==> config.mk <==
export PLATFORM = sky130hd
export DESIGN_NAME = dht11_sample_sched
export DESIGN_NICKNAME = d
export VERILOG_FILES = /design/src/rtl/dht11_sample_sched.sv
export SDC_FILE = /design/constraint.sdc
export NUM_CORES = 1
export LEC_CHECK = 0
export BUFFER_PORTS_ARGS = -buffer_cell sky130_fd_sc_hd__buf_2
export CORE_MARGIN = 1.5
export CORE_UTILIZATION = 25
export DETAILED_ROUTE_END_ITERATION = 8
export PLACE_DENSITY_LB_ADDON = 0.12
export RECOVER_POWER = 100
export SKIP_CTS_REPAIR_TIMING = 1
export SLEW_MARGIN = 20
export SYNTH_ARGS = -nofsm -noshare
export SYNTH_HDL_FRONTEND = slang
export SYNTH_SLANG_ARGS = --single-unit
export TNS_END_PERCENT = 30
==> constraint.sdc <==
create_clock -name clk_50m -period 3.4 [get_ports clk_50m]
set_input_delay 0.51 -clock clk_50m [delete_from_list [all_inputs] [get_ports clk_50m]]
set_output_delay 0.51 -clock clk_50m [all_outputs]
set_load 0.05 [all_outputs]
==> src/rtl/dht11_sample_sched.sv <==
// DHT11 acquisition scheduler: periodic/forced start requests, per-transaction timeout,
// bounded retries with a guard gap, good-reading latch and stale-data flag.
module dht11_sample_sched #(
  parameter int unsigned SAMPLE_PERIOD = 60_000_000,
  parameter int unsigned TIMEOUT       = 2_500_000,
  parameter int unsigned RETRY_GAP     = 50_000_000,
  parameter int unsigned MAX_RETRY     = 3,
  parameter int unsigned STALE_LIMIT   = 3
) (
  input  logic        clk_50m,
  input  logic        rst_n,
  input  logic        en,
  input  logic        force_req,
  output logic        drv_start,
  input  logic        drv_busy,
  input  logic        drv_done,
  input  logic        drv_ok,
  input  logic [15:0] drv_temp,
  input  logic [15:0] drv_humi,
  output logic [15:0] temp,
  output logic [15:0] humi,
  output logic        data_valid,
  output logic        stale,
  output logic        upd_stb,
  output logic [7:0]  err_cnt
);

  localparam int unsigned M1   = (SAMPLE_PERIOD > TIMEOUT) ? SAMPLE_PERIOD : TIMEOUT;
  localparam int unsigned CMAX = (M1 > RETRY_GAP) ? M1 : RETRY_GAP;
  localparam int unsigned CW   = $clog2(CMAX + 1);
  localparam int unsigned AW   = (MAX_RETRY > 0) ? $clog2(MAX_RETRY + 1) : 1;
  localparam int unsigned SW   = $clog2(STALE_LIMIT + 1);

  localparam logic [CW-1:0] PER_LAST = CW'(SAMPLE_PERIOD - 1);
  localparam logic [CW-1:0] TO_LAST  = CW'(TIMEOUT - 1);
  localparam logic [CW-1:0] GAP_LAST = CW'(RETRY_GAP - 1);
  localparam logic [AW-1:0] ATT_MAX  = AW'(MAX_RETRY);
  localparam logic [SW-1:0] STK_MAX  = SW'(STALE_LIMIT);

  typedef enum logic [2:0] {
    S_IDLE,
    S_WAIT_PERIOD,
    S_START,
    S_WAIT_DONE,
    S_GAP,
    S_UPDATE
  } state_e;

  state_e        state_q, state_d;
  logic [CW-1:0] cnt_q, cnt_d;
  logic [AW-1:0] attempt_q, attempt_d;
  logic [SW-1:0] streak_q, streak_d;
  logic [7:0]    err_q, err_d;
  logic          stale_q, stale_d;
  logic          valid_q, valid_d;
  logic [15:0]   temp_q, temp_d;
  logic [15:0]   humi_q, humi_d;
  logic          fail;

  // One counter serves the period, timeout and gap phases; each phase clears it on entry.
  always_comb begin
    state_d   = state_q;
    cnt_d     = cnt_q;
    attempt_d = attempt_q;
    streak_d  = streak_q;
    err_d     = err_q;
    stale_d   = stale_q;
    valid_d   = valid_q;
    temp_d    = temp_q;
    humi_d    = humi_q;
    drv_start = 1'b0;
    upd_stb   = 1'b0;
    fail      = 1'b0;

    unique case (state_q)
      S_IDLE: begin
        if (en) begin
          state_d   = S_WAIT_PERIOD;
          cnt_d     = '0;
          attempt_d = '0;
        end
      end
      S_WAIT_PERIOD: begin
        cnt_d = cnt_q + 1'b1;
        if (!en)                                 state_d = S_IDLE;
        else if ((cnt_q == PER_LAST) || force_req) state_d = S_START;
      end
      S_START: begin
        if (!drv_busy) begin
          drv_start = 1'b1;
          cnt_d     = '0;
          state_d   = S_WAIT_DONE;
        end
      end
      S_WAIT_DONE: begin
        cnt_d = cnt_q + 1'b1;
        if (drv_done) begin
          if (drv_ok) begin
            temp_d    = drv_temp;
            humi_d    = drv_humi;
            valid_d   = 1'b1;
            stale_d   = 1'b0;
            streak_d  = '0;
            attempt_d = '0;
            state_d   = S_UPDATE;
          end else begin
            fail = 1'b1;
          end
        end else if (cnt_q == TO_LAST) begin
          fail = 1'b1;
        end
      end
      S_GAP: begin
        cnt_d = cnt_q + 1'b1;
        if (!en)                    state_d = S_IDLE;
        else if (cnt_q == GAP_LAST) state_d = S_START;
      end
      S_UPDATE: begin
        upd_stb = 1'b1;
        cnt_d   = '0;
        state_d = en ? S_WAIT_PERIOD : S_IDLE;
      end
      default: state_d = S_IDLE;
    endcase

    if (fail) begin
      if (err_q != 8'hFF) err_d = err_q + 8'd1;
      cnt_d = '0;
      if (attempt_q < ATT_MAX) begin
        attempt_d = attempt_q + 1'b1;
        state_d   = S_GAP;
      end else begin
        if (streak_q != STK_MAX) streak_d = streak_q + 1'b1;
        if (streak_d == STK_MAX) stale_d = 1'b1;
        attempt_d = '0;
        state_d   = en ? S_WAIT_PERIOD : S_IDLE;
      end
    end
  end

  always_ff @(posedge clk_50m or negedge rst_n) begin
    if (!rst_n) begin
      state_q   <= S_IDLE;
      cnt_q     <= '0;
      attempt_q <= '0;
      streak_q  <= '0;
      err_q     <= '0;
      stale_q   <= 1'b0;
      valid_q   <= 1'b0;
      temp_q    <= '0;
      humi_q    <= '0;
    end else begin
      state_q   <= state_d;
      cnt_q     <= cnt_d;
      attempt_q <= attempt_d;
      streak_q  <= streak_d;
      err_q     <= err_d;
      stale_q   <= stale_d;
      valid_q   <= valid_d;
      temp_q    <= temp_d;
      humi_q    <= humi_d;
    end
  end

  assign temp       = temp_q;
  assign humi       = humi_q;
  assign data_valid = valid_q;
  assign stale      = stale_q;
  assign err_cnt    = err_q;

endmodule

; Word-level counts from Yosys, hierarchy flattened
; Index checks and enable logic that the tools add are counted.
[totals]
register_bits = 75
input_bits = 39
output_inout_bits = 44
word_cells = 84
[classes]
addsub = 4
magnitude_cmp = 1
n_eq_ne = 17
n_mux = 43
reduce_logical = 10
[op_table]
columns = cell, n
row1 = one-hot mux 26 bit (4 select lines), 1
row2 = two-way mux 26 bit, 3
row3 = "== test 26 bit, second input constant", 2
row4 = two-way mux 3 bit, 10
row5 = "adder 26 x 1 -> 26 bit, second input constant", 1
row6 = "== test 26 x 22 -> 1 bit, second input constant", 1
row7 = two-way mux 2 bit, 13
row8 = one-hot mux 3 bit (6 select lines), 1
row9 = two-way mux 1 bit, 14
row10 = "!= test 3 bit, second input constant", 4
row11 = "adder 8 x 1 -> 8 bit, second input constant", 1
row12 = "!= test 4 bit, second input constant", 2
row13 = "!= test 8 bit, second input constant", 1
row14 = "== test 3 x 2 -> 1 bit, second input constant", 2
row15 = "== test 3 bit, second input constant", 2
row16 = AND reduction 3 bit, 2
row17 = AND reduction 6 bit, 1
row18 = nonzero test 5 bit, 1
row19 = "adder 2 x 1 -> 2 bit, second input constant", 2
row20 = one-hot mux 2 bit (2 select lines), 1
row21 = AND reduction 4 bit, 1
row22 = "== test 3 x 1 -> 1 bit, second input constant", 1
row23 = zero test 3 bit, 1
row24 = nonzero test 3 bit, 1
row25 = other kinds (6), 6

; Depth between registers and ports, before layout
; Gate-level depths: netlist (run 1).
[depth]
ltp_word = 10
ltp_mapped = 8
ltp_nobuf = 7

; Worst setup path before layout (run 1)
; No wires, ideal clock.
[synth_path]
path_type = reg-to-output
startpoint = register state_q[2]
endpoint = output port upd_stb
arrival_time_ns = 1.864
t_required_ns = 2.890
setup_slack_ns = 1.026
path_stages_with_launch = 4
path_buffers = 1
cell_sequence = dfrtp_1 -> clkbuf_1 -> inv_1 -> nor3b_1
[synth_via]
elab_chain_cells = 2
[synth_lines]
columns = element, line
row1 = from (decl), 49  ; state_e state_q, state_d;
row2 = from (signal assigned), 153  ; state_q <= state_d;
row3 = == test 3 bit, 75  ; unique case (state_q)
row4 = two-way mux 1 bit, 75
row5 = to (decl), 24  ; output logic upd_stb,
; Every way passes these cells.

; Final worst setup path (run 1)
[layout_path]
startpoint = register cnt_q[0]
endpoint = register cnt_q[17]
[layout_via]
elab_chain_cells = 6
elab_cells_between_ends = 11
cone_classes = 1 x add/sub / 3 x eq/ne / 5 x mux / 2 x reduce/logical
[layout_lines]
columns = element, line
row1 = from (decl), 50  ; logic [CW-1:0] cnt_q, cnt_d;
row2 = from (signal assigned), 154  ; cnt_q <= cnt_d;
row3 = branches (longest 6 deep; another with adder 26 x 1 -> 26 bit), n/a
; Parallel ways; which one is timed is not known.
; A chain may end at the register's enable or synchronous reset.

==> results of run 1 <==
==> worst reg2reg max path: stages, from the launching register on <==
cell and delay (ns):
dfrtp_1 0.41, ha_1 0.26, and4_1 0.26, nand4_1 0.11, o31ai_1 0.10, o21ai_1 0.13, clkbuf_1 0.98, o21ai_0 0.25
a31oi_1 0.23
==> state kept, by name, summed over array words and instances (netlist names) <==
register,cells
cnt_q,26
humi,16
temp,16
err_cnt,8
state_q,3
attempt_q,2
streak_q,2
data_valid,1
stale,1
==> synth_stat cells (3+ instances only) <==
cell	n	share of area [%]
a21o_1	3	0.60
a21oi_1	22	2.9
a22o_1	3	0.70
a31oi_1	12	2.0
and3_1	7	1.2
clkbuf_1	14	1.4
dfrtp_1	75	50
ha_1	4	1.3
inv_1	14	1.4
nand2_1	122	12
nand2b_1	3	0.50
nand3_1	17	2.3
nand4_1	8	1.3
nand4b_1	3	0.70
nor2_1	14	1.4
nor3_1	12	1.6
nor3b_1	4	0.80
nor4_1	3	0.50
o21ai_0	24	3.2
o22ai_1	3	0.50
or3_1	8	1.3
xnor2_1	4	0.93
xor2_1	3	0.70
==> worst min-delay path by stage <==
stage	start	end	slack, ns
detailed placement	data_valid	data_valid	0.45
CTS	drv_temp[0]	temp[0]	0.34
finish	drv_temp[8]	temp[8]	0.36
global route	drv_humi[14]	humi[14]	0.36
floorplan	rst_n	attempt_q[0]	0.21
global placement	humi[15]	humi[15]	0.45
==> layer usage <==
metal,vias to the layer above,GRT usage [%]
li1,1652,-
met1,1615,17.4
met2,78,19.9
met3,16,3.53
met4,0,5.88
met5,-,0
==> through the flow <==
| step | worst slack [ns] | hold WS, ns | area (um2) | cells | total power [mW] |
|---|---|---|---|---|---|
| after floorplan | 1.03 | 0.214 | 3760 | 427 | 2.67 |
| after CTS | 0.837 | 0.345 | 4660 | 695 | 4.14 |
| after global placement | 0.897 | 0.452 | 4350 | 679 | 3.11 |
| after detailed placement | 0.846 | 0.453 | 4350 | 679 | 3.12 |
| after global routing | 0.307 | 0.359 | 4590 | 695 | 4.30 |
| final | 0.582 | 0.360 | 4590 | 695 | 4.03 |
==> cells by family (layout without fill, tap and decap cells) <==
family / count (synthesis) / count (layout) / synth area share [%]
simple gates: 227 / 227 / 30.1
compound gates: 80 / 80 / 12.7
flops: 75 / 75 / 49.9
buf+inv: 32 / 116 / 3.69
xor+xnor: 7 / 7 / 1.63
fa+ha+maj: 4 / 4 / 1.33
mux: 2 / 2 / 0.698
==> cell type report <==
| type | count | area [um2] | share of cell area, % |
|---|---|---|---|
| flip-flops and latches | 75 | 1880 | 40.9 |
| multi-input cells | 320 | 1740 | 37.9 |
| repair buffers | 86 | 378 | 8.23 |
| clock buffers | 12 | 267 | 5.80 |
| well taps | 184 | 230 | 5.01 |
| inverters | 14 | 52.6 | 1.14 |
| clock inverters | 4 | 47.5 | 1.04 |
==> power by group <==
group          internal, mW  switching, mW
clock                 0.626          0.372
combinational         0.377           1.32
sequential             1.14          0.202
==> results.md, run 1 <==
- First-pass GRT wire length: 16.6 mm
- Die X: 126 um
- Type of the tightest min-delay check: in -> reg
- Slowest stage delay, CP: 0.98 ns
- Die area: 15800 um2
- Most frequent cells in the layout: nand2_1 (122), dfrtp_1 (75), clkbuf_1 (46), buf_2 (37), o21ai_0 (24)
- Most common cell after layout, fill and taps aside: nand2_1
- Crit path depth: 8
- Buf/Inv on CP: 1
- Static Leak: 2.09 nW
- Share of layout cells above drive strength 1: 14.3%
- # IOs: 83
- Mapped Avg Cell Area: 8.81 um2
- Synth Warn #: 0
- Port-buffer cells: 82
- Tot GR Track Use: 13.1%
- Slowest cell on crit path: clkbuf_1
- Worst EP required: 3.66 ns
- Arr. time, crit path: 3.08 ns
- CTS sink cnt: 75
- RSZ-0062 raised after global routing: no
- Critical R2R Launch: cnt_q[0]
- CP max FO: 28
- Die extent in y: 126 um
- Drt initial violations: 138
- Max_slew headroom: -31.1%
- DR WL/cell: 14.1 um
- Post-synthesis cell type count: 58
- Worst-Skew Late Latency: 0.34 ns
- Most frequently used flop master after synthesis: dfrtp_1
- Pin count of the biggest net entering global routing: 76
- Reg-to-reg endpoint: cnt_q[17]
- P&R area growth vs syn: 22.0%
- Post-layout util: 31.5%
- Syn_nets: 470
- Failing checks: max-capacitance violations, max-slew violations
- WL met3: 450 um
- WL final: 9.83 mm
- Initial antenna violation count: 0
- WL met1: 4.69 mm
- Outcome: complete, but fails checks
- Worst-path cell chain: ha_1 > and4_1 > nand4_1 > o31ai_1 > o21ai_1 > clkbuf_1 > o21ai_0 > a31oi_1
- Hold Fails Final Rpt: 0
- Hold path depth: 3
- Tmin final: 2.82 ns
- Clk root buf: clkbuf_16
- Pwr dens: 879 nW/um2
- Cts bufs inserted: 9
- Floorplan Core Area: 14600 um2
- Register-to-register setup slack: 0.58 ns
- Clk buf depth: 2
- Maximum VDD drop: 0.000326 V
- R2R depth: 8
- Worst setup path start: cnt_q[0]
- Top Metal Used: met4
- CTS tree: yes
- Register bit total from synthesis: 75
- Worst Setup Start Kind: flop
- Final period util: 82.9%
- Detail Route Antenna Nets: 0
- Antenna fix cells: 0
- Starting Density: 25.8%
- Setup TNS: 0 ns
- Fillers: 1577
- # setup viols final: 0
- Via count: 3361
- Netlist Area Pre-Place: 3760 um2
- Max-Cap Viols: 2
- Vias in the first global route: 3235
- H-tree levels: 3
- Fmax: 355 MHz
- Sequential element share of the synthesized area: 49.9%
- Crit path capture: cnt_q[17]
- Gpl congestion: 0.776
- First-pass iteration count of the detailed router: 6
- Asr flop ratio synth: 100%
- DPL Wire Length: 6.74 mm
- Cells after synthesis: 427
- Number of synthesized flops with an enable pin: 0
- Via density: 4.84
- Clock slew at reported path FFs: 0.06 ns
- FP Rows: 44
- Worst-margin pin slew: 1.97 ns
- WL met2: 4.48 mm
- CP Capture Type: flop
- CP top delay family: buffers and inverters
- Post-route DRC: 0
- Nets: 549
- Critical path class: reg -> reg
- Worst Skew: 0.00832 ns
- Max-slew violations: 112
- GR Overflow Total: 0
Note: power is estimated with default switching activity, not from simulation.
==> inputs of run 2 (changes only) <==
- ABC_AREA: not set -> 1
- clock period: 3.4 -> 2.3 ns (I/O delays scaled with it)
==> run 2 against run 1 <==
  * Maximum frequency rose by 41%
  * Synthesized cell count rose by 8.4%
  * Global-route usage barely moved
  * Area after synthesis rose by 7.5%
  * The flow now finishes without violations
  * Final area rose by 5.7%
  * Wire length rose by 4.4%
  * Count of clock-buffer cells in the layout fell by 3
  * Largest cell class unchanged
  * Register-to-register slack got worse by 0.28 ns
  * Flip-flop and latch count did not move
==> results.md, run 2 <==
- Fmax: 500 MHz (+41%)
- Number of synthesized flops with an enable pin: 0 (unchanged)
- Final period util: 87.0% (+4.1 points)
- Gpl congestion: 0.883 (+14%)
- Yosys top cell area share: 46.4% (-3.5 points)
- Via density: 4.37 (-9.5%)
- Clk buf depth: 2 (unchanged)
- Most frequent cells in the layout: nand2_1 (122), dfrtp_1 (75), inv_1 (51), nor2_1 (51), clkbuf_1 (43)
- Pwr dens: 1190 nW/um2 (+36%)
- Max reg flops: 26 (unchanged)
- Die X: 130 um (+3.6%)
- Synth top cells by count: nand2_1 (121), dfrtp_1 (75), inv_1 (50), nor2_1 (50), mux2_2 (32)
- Tmin final: 2.00 ns (-0.816 ns)
- Die extent in y: 130 um (+3.6%)
- Static Leak: 2.16 nW (+3.1%)
- # setup viols final: 0 (unchanged)
- First-pass GRT wire length: 17.0 mm (+2.2%)
- CTS sink cnt: 75 (unchanged)
- Post-synthesis cell type count: 33 (-43%)
- Sequential element share of the synthesized area: 46.4% (-3.5 points)
- Final Worst Setup Slack: 0.298 ns (-0.284 ns)
- Nets: 597 (+8.7%)
- P&R area growth vs syn: 20.1%
- Max_slew headroom: 38.2% (+69 points)
- FP Rows: 46 (+4.5%)
- # IOs: 83 (unchanged)
- Clk root buf: clkbuf_16
- CP max FO: 9 (-68%)
- Worst-margin pin slew: 0.927 ns (-1.04 ns)
- Pin count of the biggest net entering global routing: 43 (-43%)
- Cells after synthesis: 463 (+8.4%)
- Synth Warn #: 0 (unchanged)
- Vias in the first global route: 3387 (+4.7%)
- Slowest cell on crit path: dfrtp_1
- Detail Route Antenna Nets: 0 (unchanged)
- Post-route DRC: 0 (unchanged)
- Outcome: finished, final reports clean
- Die area: 16900 um2 (+7.3%)
- Initial antenna violation count: 0 (unchanged)
- Worst Setup Start Kind: flop
- Asr flop ratio synth: 100% (unchanged)
- Most frequent cell after synthesis: nand2_1
- Maximum VDD drop: 0.000516 V (+58%)
- Worst-path cell chain: ha_1 > nand3_2 > nor2_1 > nand2_1 > nand2_2 > nand2_2 > inv_2 > nand2_4 > inv_2 > o21ai_0
- Via count: 3386 (+0.74%)
- Hold Fails Final Rpt: 0 (unchanged)
- Most common cell after layout, fill and taps aside: nand2_1
- Setup TNS: 0 ns (unchanged)
- CP Capture Type: flop
- GR Overflow Total: 0 (unchanged)
- Netlist Area Pre-Place: 4040 um2 (+7.5%)
- Floorplan Core Area: 15800 um2 (+8.5%)
- Antenna fix cells: 0 (unchanged)
- Starting Density: 25.5% (-0.24 points)
- Clock slew at reported path FFs: 0.06 ns (about the same)
- Cts bufs inserted: 9 (unchanged)
- WL final: 10.3 mm (+4.4%)
- Mapped Avg Cell Area: 8.73 um2 (-0.87%)
- Worst Skew: 0.00616 ns (-0.00215 ns)
- Worst-Skew Late Latency: 0.34 ns (about the same)
- Setup WS pre-CTS: 0.311 ns (-0.534 ns)
- Biggest register: cnt_q
- Hold slack: 0.227 ns (-0.133 ns)
- Worst EP required: 2.52 ns (-1.14 ns)
- Critical path class: reg -> reg
- Non-Filler Instances: 774 (+11%)
- RSZ-0062 raised after global routing: no
- Post-synth top area cell: dfrtp_1
- Type of the tightest min-delay check: in -> reg
- Max-Cap Viols: 0 (-2)
- DR WL/cell: 13.3 um (-6.2%)
- Post-placement cell count: 758 (+12%)
- Syn_nets: 506 (+7.7%)
- Register bit total from synthesis: 75 (unchanged)
- Max-slew violations: 0 (-100%)
- Slowest stage delay, CP: 0.42 ns (-0.56 ns)
- Drt initial violations: 112 (-19%)
- Most frequently used flop master after synthesis: dfrtp_1
- Top post-synthesis cells by area: dfrtp_1 (46%), nand2_1 (11%), mux2_2 (8.9%)
- Arr. time, crit path: 2.22 ns (-0.86 ns)
- CTS tree: yes
- Port-buffer cells: 82 (unchanged)
- H-tree levels: 3 (unchanged)
- First-pass iteration count of the detailed router: 4 (-2)
- DPL Wire Length: 7.72 mm (+14%)
- Share of layout cells above drive strength 1: 19.0% (+4.7 points)
- Tot GR Track Use: 13.1% (+0.034 points)
run 2: final timing paths:
kind | start | to | slack, ns | cells after the start
worst min-delay path | drv_humi[6] | humi[6] | 0.23 | 2
worst max-delay path | cnt_q[0] | err_cnt[3] | 0.30 | 10
max in group asynchronous | rst_n | stale | 0.41 | 3
min in group asynchronous | rst_n | cnt_q[4] | 0.68 | 2
worst max register to register | cnt_q[0] | err_cnt[3] | 0.30 | 10
worst min register to register | data_valid | data_valid | 0.46 | 2
run 2: power by group:
group          internal, mW  switching (mW)  total [mW]  leakage (nW)
clock                 0.715           0.544        1.26         0.135
sequential             1.70           0.247        1.94         0.976
combinational         0.641            1.94        2.58          1.05
run 2: logic make-up (layout without fill, tap and decap cells):
kind of cell,count (synthesis),count (layout),share of synthesized area (%)
AOI/OAI and AO/OA,43,43,7.83
xor gates and xnor gates,23,23,4.98
adders and majority gates,4,4,1.24
buffers and inverters,60,155,6.31
DFF,75,75,46.4
muxes,32,32,8.91
and+or+nand+nor,226,226,24.3
run 2: routing by layer:
| metal | GRT usage, % | vias to the layer above | wire length, um |
|---|---|---|---|
| li1 | - | 1687 | - |
| met1 | 16.9 | 1605 | 4860 |
| met2 | 20.2 | 76 | 4680 |
| met3 | 2.95 | 18 | 417 |
| met4 | 7.71 | 0 | 302 |
| met5 | 0 | - | 0 |
run 2: stage by stage:
| stage | instance area (um2) | utilization (%) | total power, mW |
|---|---|---|---|
| 2_1_floorplan | 4040 | - | 4.08 |
| 3_3_place_gp | 4730 | 29.9 | 4.72 |
| 3_5_place_dp | 4730 | 29.9 | 4.74 |
| 4_1_cts | 4980 | 31.5 | 6.04 |
| 5_1_grt | 4860 | 30.7 | 6.17 |
| 6_report | 4860 | 30.7 | 5.79 |
run 2: area by class of cell:
| cell class | instances | area [um2] |
|---|---|---|
| inverters | 53 | 199 |
| clock inverters | 6 | 33.8 |
| well taps | 216 | 270 |
| fillers | 1758 | 11000 |
| clock buffers | 9 | 225 |
| repair buffers | 87 | 409 |
| multi-input cells | 328 | 1840 |
| flip-flops and latches | 75 | 1880 |
run 2: critical path: cells and delay by family (launching register included):
| kind | cells | cell delay [ns] |
|---|---|---|
| AO/OA/AOI/OAI | 1 | 0.09 |
| adder cells (fa/ha/maj) | 1 | 0.31 |
| buffers and inverters | 2 | 0.28 |
| flip-flops | 1 | 0.42 |
| AND/OR/NAND/NOR | 6 | 0.76 |
==> inputs of run 3 (changes only) <==
--- a/config.mk
+++ b/config.mk
@@ -18,3 +18,3 @@
 export SYNTH_HDL_FRONTEND = slang
 export SYNTH_SLANG_ARGS = --single-unit
-export TNS_END_PERCENT = 30
+export TNS_END_PERCENT = 20
==> constraint.sdc (replaced) <==
create_clock -name clk_50m -period 2.3 [get_ports clk_50m]
set_input_delay 0.345 -clock clk_50m [delete_from_list [all_inputs] [get_ports clk_50m]]
set_output_delay 0.345 -clock clk_50m [all_outputs]
set_load 0.1 [all_outputs]
==> run 3 against run 2 <==
  * Final cell count stayed put
  * Clock power about the same
  * Clock skew unchanged
  * Total power increased by 21%
  * Non-clock buffer count unchanged
  * Critical endpoint is now drv_start
==> results.md, run 3 (synthesized netlist as in run 2, its figures left out) <==
- Outcome: finished, final reports clean
- Hold Fails Final Rpt: 0 (unchanged)
- Critical path class: reg -> out
- CTS sink cnt: 75 (unchanged)
- Worst-margin pin slew: 1.19 ns (+0.264 ns)
- Clk buf depth: 2 (unchanged)
- Setup TNS: 0 ns (unchanged)
- Worst-path cell chain: inv_1 > nand2_1 > nor2_1 > inv_1 > nor2_1 > clkbuf_2
- Die extent in y: 130 um (unchanged)
- Top Metal Used: met4
- DR WL/cell: 13.3 um (about the same)
- Biggest register: cnt_q
- Maximum VDD drop: 0.000846 V (+64%)
- Buf/Inv on CP: 3 (+1)
- Max_slew headroom: 21.0% (-17 points)
- Via density: 4.37 (unchanged)
- Via count: 3386 (unchanged)
- Worst Skew: 0.00616 ns (unchanged)
- GR Overflow Total: 0 (unchanged)
- Most common cell after layout, fill and taps aside: nand2_1
- Pwr dens: 1440 nW/um2 (+21%)
- WL met2: 4.68 mm (unchanged)
- Non-Filler Instances: 774 (unchanged)
- RSZ-0062 raised after global routing: no
- Clk root buf: clkbuf_16
- Slowest stage delay, CP: 0.47 ns (+0.05 ns)
- Clock slew at reported path FFs: 0.06 ns (about the same)
- # setup viols final: 0 (unchanged)
- CP max FO: 5 (-4)
- DP Area: 4730 um2 (unchanged)
- CTS tree: yes
- Static Leak: 2.17 nW (+0.31%)
- Gpl congestion: 0.883 (unchanged)
- Die X: 130 um (unchanged)
- WL met1: 4.86 mm (about the same)
- WL final: 10.3 mm (about the same)
- Drt initial violations: 112 (unchanged)
- Post-placement cell count: 758 (unchanged)
- Cts bufs inserted: 9 (unchanged)
- Share of layout cells above drive strength 1: 19.4% (+0.36 points)
- Type of the tightest min-delay check: in -> reg
- Initial antenna violation count: 0 (unchanged)
- CP top delay family: buffers and inverters
- Fillers: 1758 (unchanged)
- Arr. time, crit path: 1.78 ns (-0.44 ns)
- Worst-Skew Late Latency: 0.34 ns (about the same)
- # IOs: 83 (unchanged)
- Pin count of the biggest net entering global routing: 43 (unchanged)
- H-tree levels: 3 (unchanged)
- Most frequent cells in the layout: nand2_1 (122), dfrtp_1 (75), inv_1 (51), nor2_1 (51), clkbuf_1 (41)
- Antenna fix cells: 0 (unchanged)
- P&R area growth vs syn: 20.1% (about the same)
- First-pass iteration count of the detailed router: 4 (unchanged)
- CP Capture Type: primary output
- Fmax: 471 MHz (-5.8%)
- Final period util: 92.4% (+5.3 points)
- Starting Density: 25.5% (unchanged)
- Detail Route Antenna Nets: 0 (unchanged)
- Floorplan Core Area: 15800 um2 (unchanged)
- Tmin final: 2.12 ns (+0.123 ns)
- Post-route cell area: 4860 um2 (about the same)
- Port-buffer cells: 82 (unchanged)
- Setup WS pre-CTS: 0.311 ns (unchanged)
- FP Rows: 46 (unchanged)
- Hold slack: 0.227 ns (unchanged)
- Final Worst Setup Slack: 0.175 ns (-0.123 ns)
- Nets: 597 (unchanged)
- Design Power: 7.02 mW (+21%)
- Tot GR Track Use: 13.1% (unchanged)
- Max-Cap Viols: 0 (unchanged)
- Vias in the first global route: 3387 (unchanged)
- Slowest cell on crit path: clkbuf_2
- WL met3: 418 um (+0.24%)
- Post-route DRC: 0 (unchanged)
- DPL Wire Length: 7.72 mm (unchanged)
- Die area: 16900 um2 (unchanged)
- Max-slew violations: 0 (unchanged)
- Worst EP required: 1.96 ns (-0.56 ns)
- Post-layout util: 30.7% (about the same)
- Worst Setup Start Kind: flop
- Max reg flops: 26 (unchanged)
- First-pass GRT wire length: 17.0 mm (unchanged)
[run 3: cell counts in the layout (fill, tap and decap cells not counted)]
No cell type changed its count.
[run 3: power by group]
group / switching [mW] / total, mW / internal, mW
Sequential: 0.247 / 1.94 / 1.70
Clock: 0.544 / 1.26 / 0.715
Combinational: 3.17 / 3.81 / 0.638
[run 3: final timing paths]
kind	cells after the start	start	endpoint	slack (ns)
max in group asynchronous	3	rst_n	stale	0.41
worst max register to register	10	cnt_q[0]	err_cnt[3]	0.30
worst min-delay path	2	drv_humi[6]	humi[6]	0.23
min in group asynchronous	2	rst_n	cnt_q[4]	0.68
worst max-delay path	6	state_q[2]	drv_start	0.18
worst min register to register	2	data_valid	data_valid	0.46
[run 3: area by class of cell]
class	instances	area (um2)	share of cell area [%]
Multi-Input combinational cell	328	1840	37.9
Sequential cell	75	1880	38.6
Inverter	53	199	4.09
Timing Repair Buffer	87	412	8.47
Tap cell	216	270	5.56
Clock inverter	6	33.8	0.695
Clock buffer	9	225	4.64
[run 3: routing by layer]
layer,up-vias,global-route usage (%)
met4,0,7.71
met5,-,0
met1,1605,16.9
met3,18,2.95
met2,76,20.2
li1,1687,-
